===== src/rtl/systolic_pkg.sv =====
// Shared types and constants for the systolic array feeder.
package systolic_pkg;

  typedef enum logic [1:0] {
    IDLE,
    LOAD_W,
    STREAM,
    DRAIN
  } feeder_state_t;

  localparam int unsigned CNT_W = 16;

  // Cycles needed for the last skewed row to clear the array after the final pop.
  function automatic int unsigned drain_len(input int unsigned rows, input int unsigned cols);
    return rows - 1 + cols;
  endfunction

endpackage


===== src/rtl/systolic_feeder_fifo.sv =====
// Synchronous feature FIFO with registered full/empty flags.
module feeder_fifo #(
  parameter int unsigned WIDTH = 16,
  parameter int unsigned DEPTH = 4
) (
  input  logic             clk_in,
  input  logic             nrst_in,
  input  logic             push_i,
  input  logic [WIDTH-1:0] data_i,
  input  logic             pop_i,
  output logic [WIDTH-1:0] data_o,
  output logic             full_o,
  output logic             empty_o
);

  localparam int unsigned AW = $clog2(DEPTH);

  logic [WIDTH-1:0] mem_q [DEPTH];
  logic [AW-1:0]    wr_ptr_q;
  logic [AW-1:0]    rd_ptr_q;
  logic [AW:0]      cnt_q;
  logic [AW:0]      cnt_d;
  logic             full_q;
  logic             empty_q;

  always_comb begin
    cnt_d = cnt_q + (AW+1)'(push_i) - (AW+1)'(pop_i);
  end

  always_ff @(posedge clk_in or negedge nrst_in) begin
    if (!nrst_in) begin
      wr_ptr_q <= '0;
      rd_ptr_q <= '0;
      cnt_q    <= '0;
      full_q   <= 1'b0;
      empty_q  <= 1'b1;
    end else begin
      if (push_i) wr_ptr_q <= wr_ptr_q + AW'(1);
      if (pop_i)  rd_ptr_q <= rd_ptr_q + AW'(1);
      cnt_q   <= cnt_d;
      full_q  <= (cnt_d == (AW+1)'(DEPTH));
      empty_q <= (cnt_d == '0);
    end
  end

  always_ff @(posedge clk_in) begin
    if (push_i) mem_q[wr_ptr_q] <= data_i;
  end

  assign data_o  = mem_q[rd_ptr_q];
  assign full_o  = full_q;
  assign empty_o = empty_q;

endmodule


===== src/rtl/systolic_feeder.sv =====
// Weight loader and diagonally skewed feature streamer for a weight-stationary array.
module systolic_feeder
  import systolic_pkg::*;
#(
  parameter int unsigned WIDTH = 8,
  parameter int unsigned ROWS  = 2,
  parameter int unsigned COLS  = 2,
  parameter int unsigned DEPTH = 4
) (
  input  logic                  clk_in,
  input  logic                  nrst_in,
  input  logic                  start_in,
  input  logic [15:0]           num_vec_in,
  input  logic                  w_valid_in,
  output logic                  w_ready_out,
  input  logic [ROWS*WIDTH-1:0] w_data_in,
  input  logic                  f_valid_in,
  output logic                  f_ready_out,
  input  logic [ROWS*WIDTH-1:0] f_data_in,
  output logic [ROWS*COLS-1:0]  arr_ctrl_out,
  output logic [ROWS*WIDTH-1:0] arr_weight_out,
  output logic [ROWS*WIDTH-1:0] arr_feature_out,
  output logic [ROWS-1:0]       arr_feat_valid_out,
  output logic                  busy_out,
  output logic                  done_out
);

  localparam int unsigned VW = ROWS * WIDTH;
  localparam logic [CNT_W-1:0] DRAIN_LAST = CNT_W'(drain_len(ROWS, COLS) - 1);
  localparam logic [CNT_W-1:0] BEAT_LAST  = CNT_W'(COLS - 1);

  feeder_state_t    state_q, state_d;
  logic [CNT_W-1:0] num_vec_q, num_vec_d;
  logic [CNT_W-1:0] acc_cnt_q, acc_cnt_d;
  logic [CNT_W-1:0] pop_cnt_q, pop_cnt_d;
  logic [CNT_W-1:0] beat_cnt_q, beat_cnt_d;
  logic [CNT_W-1:0] drain_cnt_q, drain_cnt_d;
  logic [VW-1:0]    weight_q, weight_d;
  logic [ROWS*COLS-1:0] ctrl_q, ctrl_d;
  logic             done_q, done_d;

  logic             w_ready;
  logic             f_ready;
  logic             push;
  logic             pop;
  logic             fifo_full;
  logic             fifo_empty;
  logic [VW-1:0]    fifo_rdata;

  feeder_fifo #(
    .WIDTH (VW),
    .DEPTH (DEPTH)
  ) u_fifo (
    .clk_in  (clk_in),
    .nrst_in (nrst_in),
    .push_i  (push),
    .data_i  (f_data_in),
    .pop_i   (pop),
    .data_o  (fifo_rdata),
    .full_o  (fifo_full),
    .empty_o (fifo_empty)
  );

  always_comb begin
    w_ready     = (state_q == LOAD_W);
    f_ready     = ((state_q == LOAD_W) || (state_q == STREAM)) && !fifo_full &&
                  (acc_cnt_q < num_vec_q);
    push        = f_valid_in && f_ready;
    pop         = (state_q == STREAM) && !fifo_empty;
    state_d     = state_q;
    num_vec_d   = num_vec_q;
    acc_cnt_d   = acc_cnt_q;
    pop_cnt_d   = pop_cnt_q;
    beat_cnt_d  = beat_cnt_q;
    drain_cnt_d = drain_cnt_q;
    weight_d    = weight_q;
    ctrl_d      = '0;
    done_d      = 1'b0;

    if (push) acc_cnt_d = acc_cnt_q + CNT_W'(1);

    case (state_q)
      IDLE: begin
        if (start_in) begin
          state_d    = LOAD_W;
          num_vec_d  = num_vec_in;
          acc_cnt_d  = '0;
          pop_cnt_d  = '0;
          beat_cnt_d = '0;
        end
      end
      LOAD_W: begin
        if (w_valid_in) begin
          weight_d   = w_data_in;
          ctrl_d     = '1;
          beat_cnt_d = beat_cnt_q + CNT_W'(1);
          if (beat_cnt_q == BEAT_LAST) begin
            state_d     = (num_vec_q != '0) ? STREAM : DRAIN;
            drain_cnt_d = '0;
          end
        end
      end
      STREAM: begin
        if (pop) begin
          pop_cnt_d = pop_cnt_q + CNT_W'(1);
          if (pop_cnt_q + CNT_W'(1) == num_vec_q) begin
            state_d     = DRAIN;
            drain_cnt_d = '0;
          end
        end
      end
      DRAIN: begin
        drain_cnt_d = drain_cnt_q + CNT_W'(1);
        if (drain_cnt_q == DRAIN_LAST) begin
          state_d = IDLE;
          done_d  = 1'b1;
        end
      end
      default: state_d = IDLE;
    endcase
  end

  always_ff @(posedge clk_in or negedge nrst_in) begin
    if (!nrst_in) begin
      state_q     <= IDLE;
      num_vec_q   <= '0;
      acc_cnt_q   <= '0;
      pop_cnt_q   <= '0;
      beat_cnt_q  <= '0;
      drain_cnt_q <= '0;
      weight_q    <= '0;
      ctrl_q      <= '0;
      done_q      <= 1'b0;
    end else begin
      state_q     <= state_d;
      num_vec_q   <= num_vec_d;
      acc_cnt_q   <= acc_cnt_d;
      pop_cnt_q   <= pop_cnt_d;
      beat_cnt_q  <= beat_cnt_d;
      drain_cnt_q <= drain_cnt_d;
      weight_q    <= weight_d;
      ctrl_q      <= ctrl_d;
      done_q      <= done_d;
    end
  end

  // Row r owns a chain of r+1 registers; stage 0 of every row loads on the pop edge.
  for (genvar r = 0; r < ROWS; r++) begin : g_row
    localparam int unsigned R = r;
    logic [WIDTH-1:0] data_q [R+1];
    logic             vld_q  [R+1];

    always_ff @(posedge clk_in or negedge nrst_in) begin
      if (!nrst_in) begin
        for (int unsigned j = 0; j <= R; j++) begin
          data_q[j] <= '0;
          vld_q[j]  <= 1'b0;
        end
      end else begin
        data_q[0] <= pop ? fifo_rdata[R*WIDTH +: WIDTH] : '0;
        vld_q[0]  <= pop;
        for (int unsigned j = 1; j <= R; j++) begin
          data_q[j] <= data_q[j-1];
          vld_q[j]  <= vld_q[j-1];
        end
      end
    end

    assign arr_feature_out[R*WIDTH +: WIDTH] = data_q[R];
    assign arr_feat_valid_out[R]             = vld_q[R];
  end

  assign w_ready_out    = w_ready;
  assign f_ready_out    = f_ready;
  assign arr_ctrl_out   = ctrl_q;
  assign arr_weight_out = weight_q;
  assign busy_out       = (state_q != IDLE);
  assign done_out       = done_q;

endmodule


===== config.mk =====
export PLATFORM = sky130hd
export DESIGN_NAME = systolic_feeder
export DESIGN_NICKNAME = d
export VERILOG_FILES = /design/src/rtl/systolic_pkg.sv /design/src/rtl/systolic_feeder_fifo.sv /design/src/rtl/systolic_feeder.sv
export SDC_FILE = /design/constraint.sdc
export NUM_CORES = 1
export LEC_CHECK = 0
export CORE_ASPECT_RATIO = 1.2
export CORE_MARGIN = 3
export CORE_UTILIZATION = 40
export DETAILED_ROUTE_END_ITERATION = 8
export GPL_TIMING_DRIVEN = 0
export PLACE_DENSITY_LB_ADDON = 0.12
export SYNTH_ARGS = -nofsm -noshare
export SYNTH_HDL_FRONTEND = slang
export SYNTH_SLANG_ARGS = --single-unit

===== constraint.sdc =====
create_clock -name clk_in -period 10.8 [get_ports clk_in]
set_clock_uncertainty 0.15 [all_clocks]
set_input_delay 2.16 -clock clk_in [delete_from_list [all_inputs] [get_ports clk_in]]
set_output_delay 2.16 -clock clk_in [all_outputs]
set_load 0.01 [all_outputs]

==> flow_summary_export.csv, run 1 <==
group,metric,value,unit
outcome,status,"finished, final reports clean",
global_routing,overflow,0,
pwr,p_int,0.00175,W
global_routing,top_usage_layer,"met2",
finish,n_fill_cell,2062,
clocking,clk_latency,0.44,ns
worst_setup_path,cpMostUsedCell,"a21o_1",
logic_synthesis,synth_top_area_share,35.6,%
drt,vias,6501,
timing,tns,0,ns
logic_synthesis,synthFlopType,"dfrtp_1",
drt,drt_first_pass_iters,5,
timing,slew_headroom,39.5,%
pwr,power_frac_clock,24.6,%
finish,area_growth,21.1,%
flow_run,cap_violations,0,
worst_setup_path,critPathMaxStageDelay,0.70,ns
worst_setup_path,crit_type,"reg -> out",
die,start_util,41.4,%
place,hpwl,14400,um
drt,vias_per_cell,5.18,
logic_synthesis,avgSynthCellArea,11.5,sq um
timing,fmax,186,MHz
clocking,post_cts_buffers,0,
place,gp_congestion,0.848,
clocking,root_buffer,"clkbuf_16",
clocking,path_clk_slew,0.08,ns
finish,nNetsFinal,1019,
global_routing,antenna_found_initial,0,
worst_setup_path,reg2reg_depth,14,
drt,drc_errors,0,
clocking,numCtsBuffers,17,
timing,slew_viol_final,0,
die,coreArea,22700,sq um
clocking,cts_sinks,199,
finish,multi_input_area,3750,sq um
pwr,pwr-share-comb,36.1,%
logic_synthesis,async_reset_ff_share,67.8,%
die,die-area,25400,sq um
drt,ant_nets,0,
pwr,power.total,0.00271,W
die,die_h,174,um
worst_setup_path,required,8.49,ns
logic_synthesis,yosysMostFrequentCell,"dfrtp_1",
worst_hold_path,holdPathStages,0,
die,die_w,146,um
place,io_buffers,94,
clocking,clock_path_buffers,2,
global_routing,grt_max_degree,70,
clocking,cts_tree,"yes",
worst_setup_path,slowest_stage,"a2111oi_0",
logic_synthesis,yosysWarnings,0,
pwr,power_switching,0.000967,W
logic_synthesis,syn_area,9410,sq um
clocking,post_cts_resized,0,
global_routing,use_met2,27.8,%
pwr,swShare,35.6,%
logic_synthesis,synth_area_leaders,"dfrtp_1, edfxtp_1, ha_1, mux4_2, nand2_1",
finish,final_area,11400,sq um
logic_synthesis,synthCells,819,
finish,drive_above_1_share,10.4,%
global_routing,use_met3,2.95,%
worst_setup_path,critical_path_arrival,3.08,ns
logic_synthesis,synth_common_cells,"dfrtp_1, nand2_1, edfxtp_1",
timing,tightest_slew,0.908,ns
timing,hold_viol,0,
logic_synthesis,netlist-cell-type-count,67,
logic_synthesis,synth_nets,905,
clocking,h-tree-depth,4,
timing,min_period,5.39,ns
drt,drt_iter0_markers,281,
clocking,hold_buffers,0,
timing,rsz0062_at_grt,"no",
global_routing,grt_pass1_wl,33900,um
pwr,seqPwrFrac,39.3,%
global_routing,use_met1,21.7,%
global_routing,grt_pass1_vias,6464,
logic_synthesis,synth_largest_area_cell,"dfrtp_1",
worst_setup_path,worstPathCellList,"inv_1 -> ha_1 -> a21o_1 -> a21o_1 -> a2111oi_0 -> a21boi_0 -> clkdlybuf4s50_1",
worst_setup_path,critPathLaunchType,"register",
logic_synthesis,synth_seq_cells,199,
logic_synthesis,ys_seq_area_share,56.3,%
finish,layout.area.seq,5300,sq um
logic_synthesis,synth-edff-count,64,
global_routing,grtUsageTotal,16.4,%
die,ios,95,
pwr,power.leakage,4.67,nW
pwr,vdd_ir_drop_max,116,uV
worst_setup_path,endpoint_kind,"primary output",
finish,antenna_cells,0,
worst_setup_path,path_max_fanout,3,
place,place_area,10800,sq um
timing,finalCritPeriodShare,49.9,%
pwr,p_per_area,238,nW/um^2
drt,post_drt_wl_per_cell,16.3,um
timing,setup_viol,0,
die,fp-row-count,60,
drt,drt-total-wl,20500,um
worst_hold_path,hold_class,"reg -> reg",
## per-layer routing
layer  up-vias  wire length (um)
met5         -                 0
met4         0               374
met3        23               688
met2       119             10100
met1      3185              9340
li1       3174                 -
## power groups by stage
stage / sequential (W) / combinational [W] / clock, W
after CTS: 0.00107 / 0.00100 / 0.000689
after floorplan: 0.00108 / 0.000614 / 0
after detailed placement: 0.00108 / 0.000998 / 0
after global placement: 0.00108 / 0.000986 / 0
final: 0.00107 / 0.000980 / 0.000668
after global routing: 0.00109 / 0.00110 / 0.000722
## stage by stage
| step | instances | util [%] | worst slack [ns] | hold slack, ns |
|---|---|---|---|---|
| 3_5_place_dp | 1224 | 47.4 | 5.28 | 0.186 |
| 5_1_grt | 1256 | 50.1 | 5.16 | 0.210 |
| 6_report | 1256 | 50.1 | 5.41 | 0.200 |
| 3_3_place_gp | 1223 | 47.2 | 1.60 | 0.182 |
| 4_1_cts | 1256 | 50.1 | 5.35 | 0.202 |
| 2_1_floorplan | 819 | - | 6.42 | 0.181 |
## layout by cell type (no fill, tap or decap), types with 9 or more instances in the layout
| cell type | netlist | layout |
|---|---|---|
| and2_1 | 25 | 25 |
| ha_1 | 32 | 32 |
| buf_2 | 10 | 10 |
| clkbuf_16 | 0 | 17 |
| dfrtp_1 | 134 | 134 |
| a31oi_1 | 13 | 13 |
| o31ai_1 | 17 | 17 |
| nand2_1 | 75 | 75 |
| and3_1 | 14 | 14 |
| nand2b_1 | 9 | 9 |
| a21oi_1 | 11 | 11 |
| xnor2_1 | 28 | 28 |
| clkdlybuf4s50_1 | 0 | 93 |
| nor2_1 | 63 | 63 |
| nand4_1 | 14 | 14 |
| xor2_1 | 15 | 15 |
| mux2_2 | 16 | 16 |
| mux4_2 | 16 | 16 |
| o21ai_0 | 50 | 50 |
| clkbuf_1 | 20 | 20 |
| edfxtp_1 | 64 | 64 |
| nand3_1 | 28 | 28 |
| inv_1 | 35 | 35 |
| buf_4 | 12 | 12 |
| nor3_1 | 11 | 11 |
| o21ai_1 | 11 | 11 |
## path summary, 6_finish.rpt
check,start,to,slack (ns)
worst max-delay path,num_vec_q[13],f_ready_out,5.41
worst min-delay path,g_row[1].data_q[14],arr_feature_out[14],0.20
worst max register to register,num_vec_q[13],u_fifo.full_o,6.13
worst min register to register,g_row[1].data_q[14],arr_feature_out[14],0.20
max in group asynchronous,nrst_in,u_fifo.empty_o,8.12
min in group asynchronous,nrst_in,g_row[0].data_q[0],1.58
## kinds of logic (layout without fill, tap and decap cells)
kind of cell	count (synthesis)	after routing	synth area share (%)
flops	199	199	56.3
xor+xnor	43	43	4.00
mux	36	36	6.19
simple gates	278	278	14.8
compound gates	149	149	10.4
fa+ha+maj	33	33	4.47
buf+inv	81	208	3.84
## flip-flops by register name (all words and copies together), names as in the netlist
| name | count |
|---|---|
| g_row.vld_q | 1 |
| u_fifo.wr_ptr_q | 2 |
| arr_ctrl_out | 1 |
| acc_cnt_q | 16 |
| arr_feature_out | 8 |
| num_vec_q | 16 |
| beat_cnt_q | 16 |
| g_row.data_q | 16 |
| arr_weight_out | 16 |
| drain_cnt_q | 16 |
| state_q | 2 |
| u_fifo.full_o | 1 |
| done_out | 1 |
| pop_cnt_q | 16 |
| u_fifo.empty_o | 1 |
| arr_feat_valid_out | 1 |
| u_fifo.mem_q | 64 |
| u_fifo.rd_ptr_q | 2 |
| u_fifo.cnt_q | 3 |
## critical path: cells and delay by family, from the launching register on
family                     cells  cell delay [ns]
AOI/OAI and AO/OA              4             1.28
buffers and inverters          2             0.65
DFF                            1             0.41
adders and majority gates      1             0.31
## final cells by class
cell class	count	area share, %
clock inverter	15	1.79
tap	310	3.40
timing repair buffer	95	8.51
multi-input combinational	539	32.9
sequential	199	46.5
buffer	45	1.99
inverter	36	1.19
clock buffer	17	3.73
No activity file was read; power rests on OpenSTA's default activity.
==> inputs of run 2 (changes only) <==
==> constraint.sdc (replaced) <==
create_clock -name clk_in -period 5.1 [get_ports clk_in]
set_clock_uncertainty 0.15 [all_clocks]
set_input_delay 1.02 -clock clk_in [delete_from_list [all_inputs] [get_ports clk_in]]
set_output_delay 1.02 -clock clk_in [all_outputs]
set_load 0.01 [all_outputs]
==> flow_summary_export.csv, run 2 (synthesis results as in run 1) <==
group,metric,value,unit
worst_hold_path,holdPathStages,0,
pwr,swShare,35.6,%
timing,setup_viol,0,
finish,area_growth,21.1,%
global_routing,grt_pass1_vias,6464,
place,io_buffers,94,
pwr,power.leakage,4.67,nW
worst_setup_path,required,5.30,ns
die,die_w,146,um
global_routing,grt_pass1_wl,33900,um
worst_setup_path,critPathBufInv,3,
finish,largest_reg_flops,64,
worst_hold_path,worstHoldEndpoint,"arr_feature_out[14]",
worst_setup_path,r2r_setup_slack,0.64,ns
timing,tightest_slew,0.907,ns
timing,worst_slack,0.643,ns
finish,antenna_cells,0,
timing,finalCritPeriodShare,87.4,%
clocking,path_clk_slew,0.08,ns
clocking,cts_sinks,199,
place,hpwl,14400,um
finish,final_cell_mix,"dfrtp_1, clkdlybuf4s50_1, nand2_1, edfxtp_1, nor2_1",
finish,layout.area.seq,5300,sq um
pwr,p_per_area,504,nW/um^2
worst_setup_path,endpoint_kind,"register",
finish,top_register,"u_fifo.mem_q",
finish,final_common_cell,"dfrtp_1",
place,dp_slack,0.414,ns
clocking,numCtsBuffers,17,
global_routing,grt_max_degree,70,
timing,fmax,224,MHz
flow_run,cap_violations,0,
timing,min_period,4.46,ns
worst_setup_path,r2r_end,"u_fifo.full_o",
timing,hold_viol,0,
worst_setup_path,critical_path_arrival,4.66,ns
worst_setup_path,reg2reg_from,"num_vec_q[13]",
die,fp-row-count,60,
timing,tns,0,ns
worst_hold_path,worstHoldStart,"g_row[1].data_q[14]",
pwr,seqPwrFrac,39.3,%
pwr,pwr-share-comb,36.2,%
pwr,p_int,0.00370,W
die,die_h,174,um
worst_setup_path,worstPathCellList,"inv_1 -> ha_1 -> a21o_1 -> a21o_1 -> a2111oi_0 -> nand2_1 -> a21oi_2 -> buf_2 -> ha_1 -> inv_1 -> fa_1 -> xnor2_1 -> xnor2_1 -> nor3b_1",
place,gp_congestion,0.848,
clocking,clock_path_buffers,2,
finish,n_fill_cell,2063,
drt,post_drt_wl_per_cell,16.3,um
die,coreArea,22700,sq um
clocking,hold_buffers,0,
worst_setup_path,slowest_stage,"a2111oi_0",
die,ios,95,
clocking,h-tree-depth,4,
pwr,power_switching,0.00205,W
drt,drt_iter0_markers,289,
timing,slew_viol_final,0,
drt,ant_nets,0,
pwr,power_frac_clock,24.6,%
timing,rsz0062_at_grt,"no",
finish,nNetsFinal,1019,
finish,drive_above_1_share,10.5,%
worst_setup_path,critical_path.top_delay_family,"compound AO/OA/AOI/OAI gates",
pwr,vdd_ir_drop_max,245,uV
outcome,status,"finished, final reports clean",
clocking,cts_tree,"yes",
global_routing,antenna_found_initial,0,
die,start_util,41.4,%
worst_setup_path,path_max_fanout,10,
finish,multi_input_area,3750,sq um
global_routing,grtUsageTotal,16.4,%
drt,drc_errors,0,
clocking,clk_latency,0.44,ns
global_routing,overflow,0,
timing,slew_headroom,39.5,%
die,die-area,25400,sq um
drt,drt-total-wl,20500,um
worst_setup_path,crit_type,"reg -> reg",
worst_setup_path,critPathMaxStageDelay,0.71,ns
drt,vias_per_cell,5.16,
worst_setup_path,reg2reg_depth,14,
worst_setup_path,critPathLaunchType,"register",
worst_hold_path,hold_class,"reg -> reg",
clocking,root_buffer,"clkbuf_16",
drt,drt_first_pass_iters,4,
drt,vias,6480,
[run 2: layout make-up]
cell class                      instances  share of cell area, %
Timing Repair Buffer                   95                   8.50
Clock buffer                           17                   3.73
Clock inverter                         15                   1.79
Sequential cell                       199                   46.5
Buffer                                 45                   1.99
Inverter                               36                   1.18
Multi-Input combinational cell        539                   32.9
Tap cell                              310                   3.40
[run 2: metrics by stage]
stage	cells	hold WS (ns)	utilization, %	cell area (sq um)	total power (W)
2_1_floorplan	819	0.181	-	9410	0.00358
4_1_cts	1256	0.202	50.1	11400	0.00584
3_5_place_dp	1224	0.186	47.4	10800	0.00441
6_report	1256	0.200	50.1	11400	0.00575
5_1_grt	1256	0.210	50.1	11400	0.00617
3_3_place_gp	1223	0.182	47.2	10700	0.00437
[run 2: routing by layer]
metal | global-route usage, % | vias to the layer above | part of all wire [%]
met5 | 0 | - | 0
met1 | 21.7 | 3159 | 46
li1 | - | 3176 | -
met3 | 2.95 | 23 | 3.3
met2 | 27.8 | 122 | 49
met4 | 5.25 | 0 | 1.8
[run 2: power by group through the flow]
| stage | clock (W) | sequential (W) | combinational, W |
|---|---|---|---|
| after floorplan | 0 | 0.00228 | 0.00130 |
| after global placement | 0 | 0.00228 | 0.00209 |
| after detailed placement | 0 | 0.00230 | 0.00211 |
| after CTS | 0.00146 | 0.00226 | 0.00212 |
| after global routing | 0.00153 | 0.00231 | 0.00233 |
| final | 0.00141 | 0.00226 | 0.00208 |
[run 2: worst max path at each step]
stage,from,end,slack (ns),cells after the start
3_3_place_gp,nrst_in,acc_cnt_q[4],-2.96,1
6_report,num_vec_q[13],u_fifo.full_o,0.64,14
2_1_floorplan,num_vec_q[13],u_fifo.full_o,1.36,14
5_1_grt,num_vec_q[13],u_fifo.full_o,0.10,14
3_5_place_dp,num_vec_q[13],u_fifo.full_o,0.41,14
4_1_cts,num_vec_q[13],u_fifo.full_o,0.36,14
[run 2: worst reg2reg max path, delay by kind of cell (launching register included)]
kind	cells	cell delay, ns
AOI/OAI and AO/OA	4	1.51
adders and majority gates	3	0.87
and+or+nand+nor	2	0.62
buffers and inverters	3	0.45
DFF	1	0.41
xor gates and xnor gates	2	0.37
[run 2: what timing repair did]
action / 4_1_cts / 5_1_grt
resized for setup: 0 / 1
endpoints found under the setup margin: 0 / 2
setup buffers: 0 / 0
==> inputs of run 3 (changes only) <==
--- a/config.mk
+++ b/config.mk
@@ -11,6 +11,7 @@
 export DETAILED_ROUTE_END_ITERATION = 8
 export GPL_TIMING_DRIVEN = 0
 export PLACE_DENSITY_LB_ADDON = 0.12
+export REMOVE_ABC_BUFFERS = 1
 export SYNTH_ARGS = -nofsm -noshare
 export SYNTH_HDL_FRONTEND = slang
 export SYNTH_SLANG_ARGS = --single-unit
==> flow_summary_export.csv, run 3 (synthesis results as in run 1) <==
group,metric,value,unit
outcome,status,"finished, final reports clean",
timing,finalCritPeriodShare,85.7,%
pwr,p_int,0.00364,W
worst_setup_path,path_max_fanout,19,
drt,vias_per_cell,5.35,
clocking,post_cts_resized,0,
finish,fin_cells,1211,
timing,slew_headroom,11.0,%
place,dp_slack,0.230,ns
die,die_h,174,um
drt,ant_nets,0,
global_routing,overflow,0,
global_routing,antenna_found_initial,0,
die,die-area,25400,sq um
clocking,clock_path_buffers,2,
finish,nNetsFinal,974,
pwr,pwr-share-comb,33.8,%
clocking,post_cts_buffers,0,
timing,tightest_slew,1.33,ns
timing,tns,0,ns
die,coreArea,22700,sq um
worst_setup_path,critPathMaxStageDelay,0.67,ns
drt,vias,6476,
place,gp_congestion,0.834,
die,start_util,41.4,%
finish,largest_reg_flops,64,
worst_setup_path,slowest_stage,"a21oi_2",
worst_setup_path,endpoint_kind,"register",
place,placed_cells,1179,
timing,worst_slack,0.731,ns
place,hpwl,14600,um
finish,multi_input_area,3760,sq um
drt,drt_first_pass_iters,5,
finish,final_common_cell,"dfrtp_1",
die,ios,95,
clocking,root_buffer,"clkbuf_16",
die,die_w,146,um
drt,post_drt_wl_per_cell,17.6,um
worst_setup_path,worstPathCellList,"inv_1 -> ha_1 -> a21o_1 -> a21o_1 -> a2111oi_0 -> nand2_1 -> a21oi_2 -> ha_1 -> inv_1 -> fa_1 -> xnor2_1 -> xnor2_1 -> nor3b_1",
die,fp-row-count,60,
worst_setup_path,crit_type,"reg -> reg",
pwr,power_frac_clock,25.2,%
timing,slew_viol_final,0,
global_routing,grt_max_degree,92,
pwr,swShare,36.5,%
pwr,seqPwrFrac,41.0,%
drt,drt-total-wl,21300,um
clocking,numCtsBuffers,17,
place,io_buffers,94,
finish,drive_above_1_share,8.66,%
timing,setup_viol,0,
clocking,h-tree-depth,4,
clocking,cts_tree,"yes",
worst_setup_path,required,5.30,ns
finish,final_cell_mix,"dfrtp_1, clkdlybuf4s50_1, nand2_1, edfxtp_1, nor2_1",
timing,hold_viol,0,
drt,drc_errors,0,
timing,fmax,229,MHz
finish,antenna_cells,0,
finish,area_growth,18.9,%
timing,min_period,4.37,ns
clocking,clk_latency,0.45,ns
finish,layout.area.seq,5300,sq um
finish,top_register,"u_fifo.mem_q",
worst_hold_path,hold_class,"reg -> reg",
pwr,p_per_area,513,nW/um^2
timing,rsz0062_at_grt,"no",
worst_setup_path,critical_path_arrival,4.57,ns
clocking,cts_sinks,199,
global_routing,grtUsageTotal,17.2,%
global_routing,grt_pass1_vias,6869,
worst_setup_path,critPathLaunchType,"register",
clocking,hold_buffers,0,
flow_run,cap_violations,0,
finish,n_fill_cell,2062,
pwr,power.leakage,4.54,nW
pwr,power_switching,0.00210,W
global_routing,grt_pass1_wl,35300,um
drt,drt_iter0_markers,328,
clocking,path_clk_slew,0.09,ns
pwr,vdd_ir_drop_max,250,uV
run 3: stage by stage:
step           hold WS, ns  utilization, %  total power [W]  instance area, sq um
3_3_place_gp         0.186            46.2          0.00427                 10500
5_1_grt              0.223            49.2          0.00611                 11200
6_report             0.212            49.2          0.00574                 11200
3_5_place_dp         0.193            46.4          0.00435                 10500
2_1_floorplan        0.181               -          0.00349                  9190
4_1_cts              0.210            49.2          0.00582                 11200
run 3: path summary, 6_finish.rpt:
kind / cells past startpoint / start / slack (ns) / to
max: 13 / num_vec_q[13] / 0.73 / u_fifo.full_o
min: 0 / g_row[1].data_q[11] / 0.21 / arr_feature_out[11]
max reg2reg: 13 / num_vec_q[13] / 0.73 / u_fifo.full_o
min reg2reg: 0 / g_row[1].data_q[11] / 0.21 / arr_feature_out[11]
max in group asynchronous: 2 / nrst_in / 3.65 / u_fifo.empty_o
min in group asynchronous: 1 / nrst_in / 0.34 / acc_cnt_q[14]
run 3: critical path, delay by kind of cell (launching register included):
family          cells  cell delay [ns]
compound gates      4             1.59
fa+ha+maj           3             0.95
simple gates        2             0.58
flops               1             0.44
xor+xnor            2             0.43
buf+inv             2             0.13
run 3: layer usage:
metal  global-route usage [%]  vias to the layer above  wire length [um]
met5                        0                        -                 0
met4                     5.57                        0               436
met3                     2.82                       33               675
met2                     30.9                      131             11200
met1                     21.0                     3239              8910
li1                         -                     3073                 -
run 3: power groups by stage:
| stage | clock (W) | combinational [W] | sequential, W |
|---|---|---|---|
| after global routing | 0.00155 | 0.00216 | 0.00241 |
| after floorplan | 0 | 0.00113 | 0.00235 |
| after global placement | 0 | 0.00189 | 0.00237 |
| after CTS | 0.00148 | 0.00197 | 0.00236 |
| after detailed placement | 0 | 0.00196 | 0.00239 |
| final | 0.00145 | 0.00194 | 0.00235 |
run 3: area by class of cell:
class,count,area share (%)
clock buffers,17,3.80
clock inverters,15,1.91
inverters,36,1.21
multi-input cells,539,33.6
flip-flops and latches,199,47.4
well taps,310,3.47
repair buffers,95,8.67
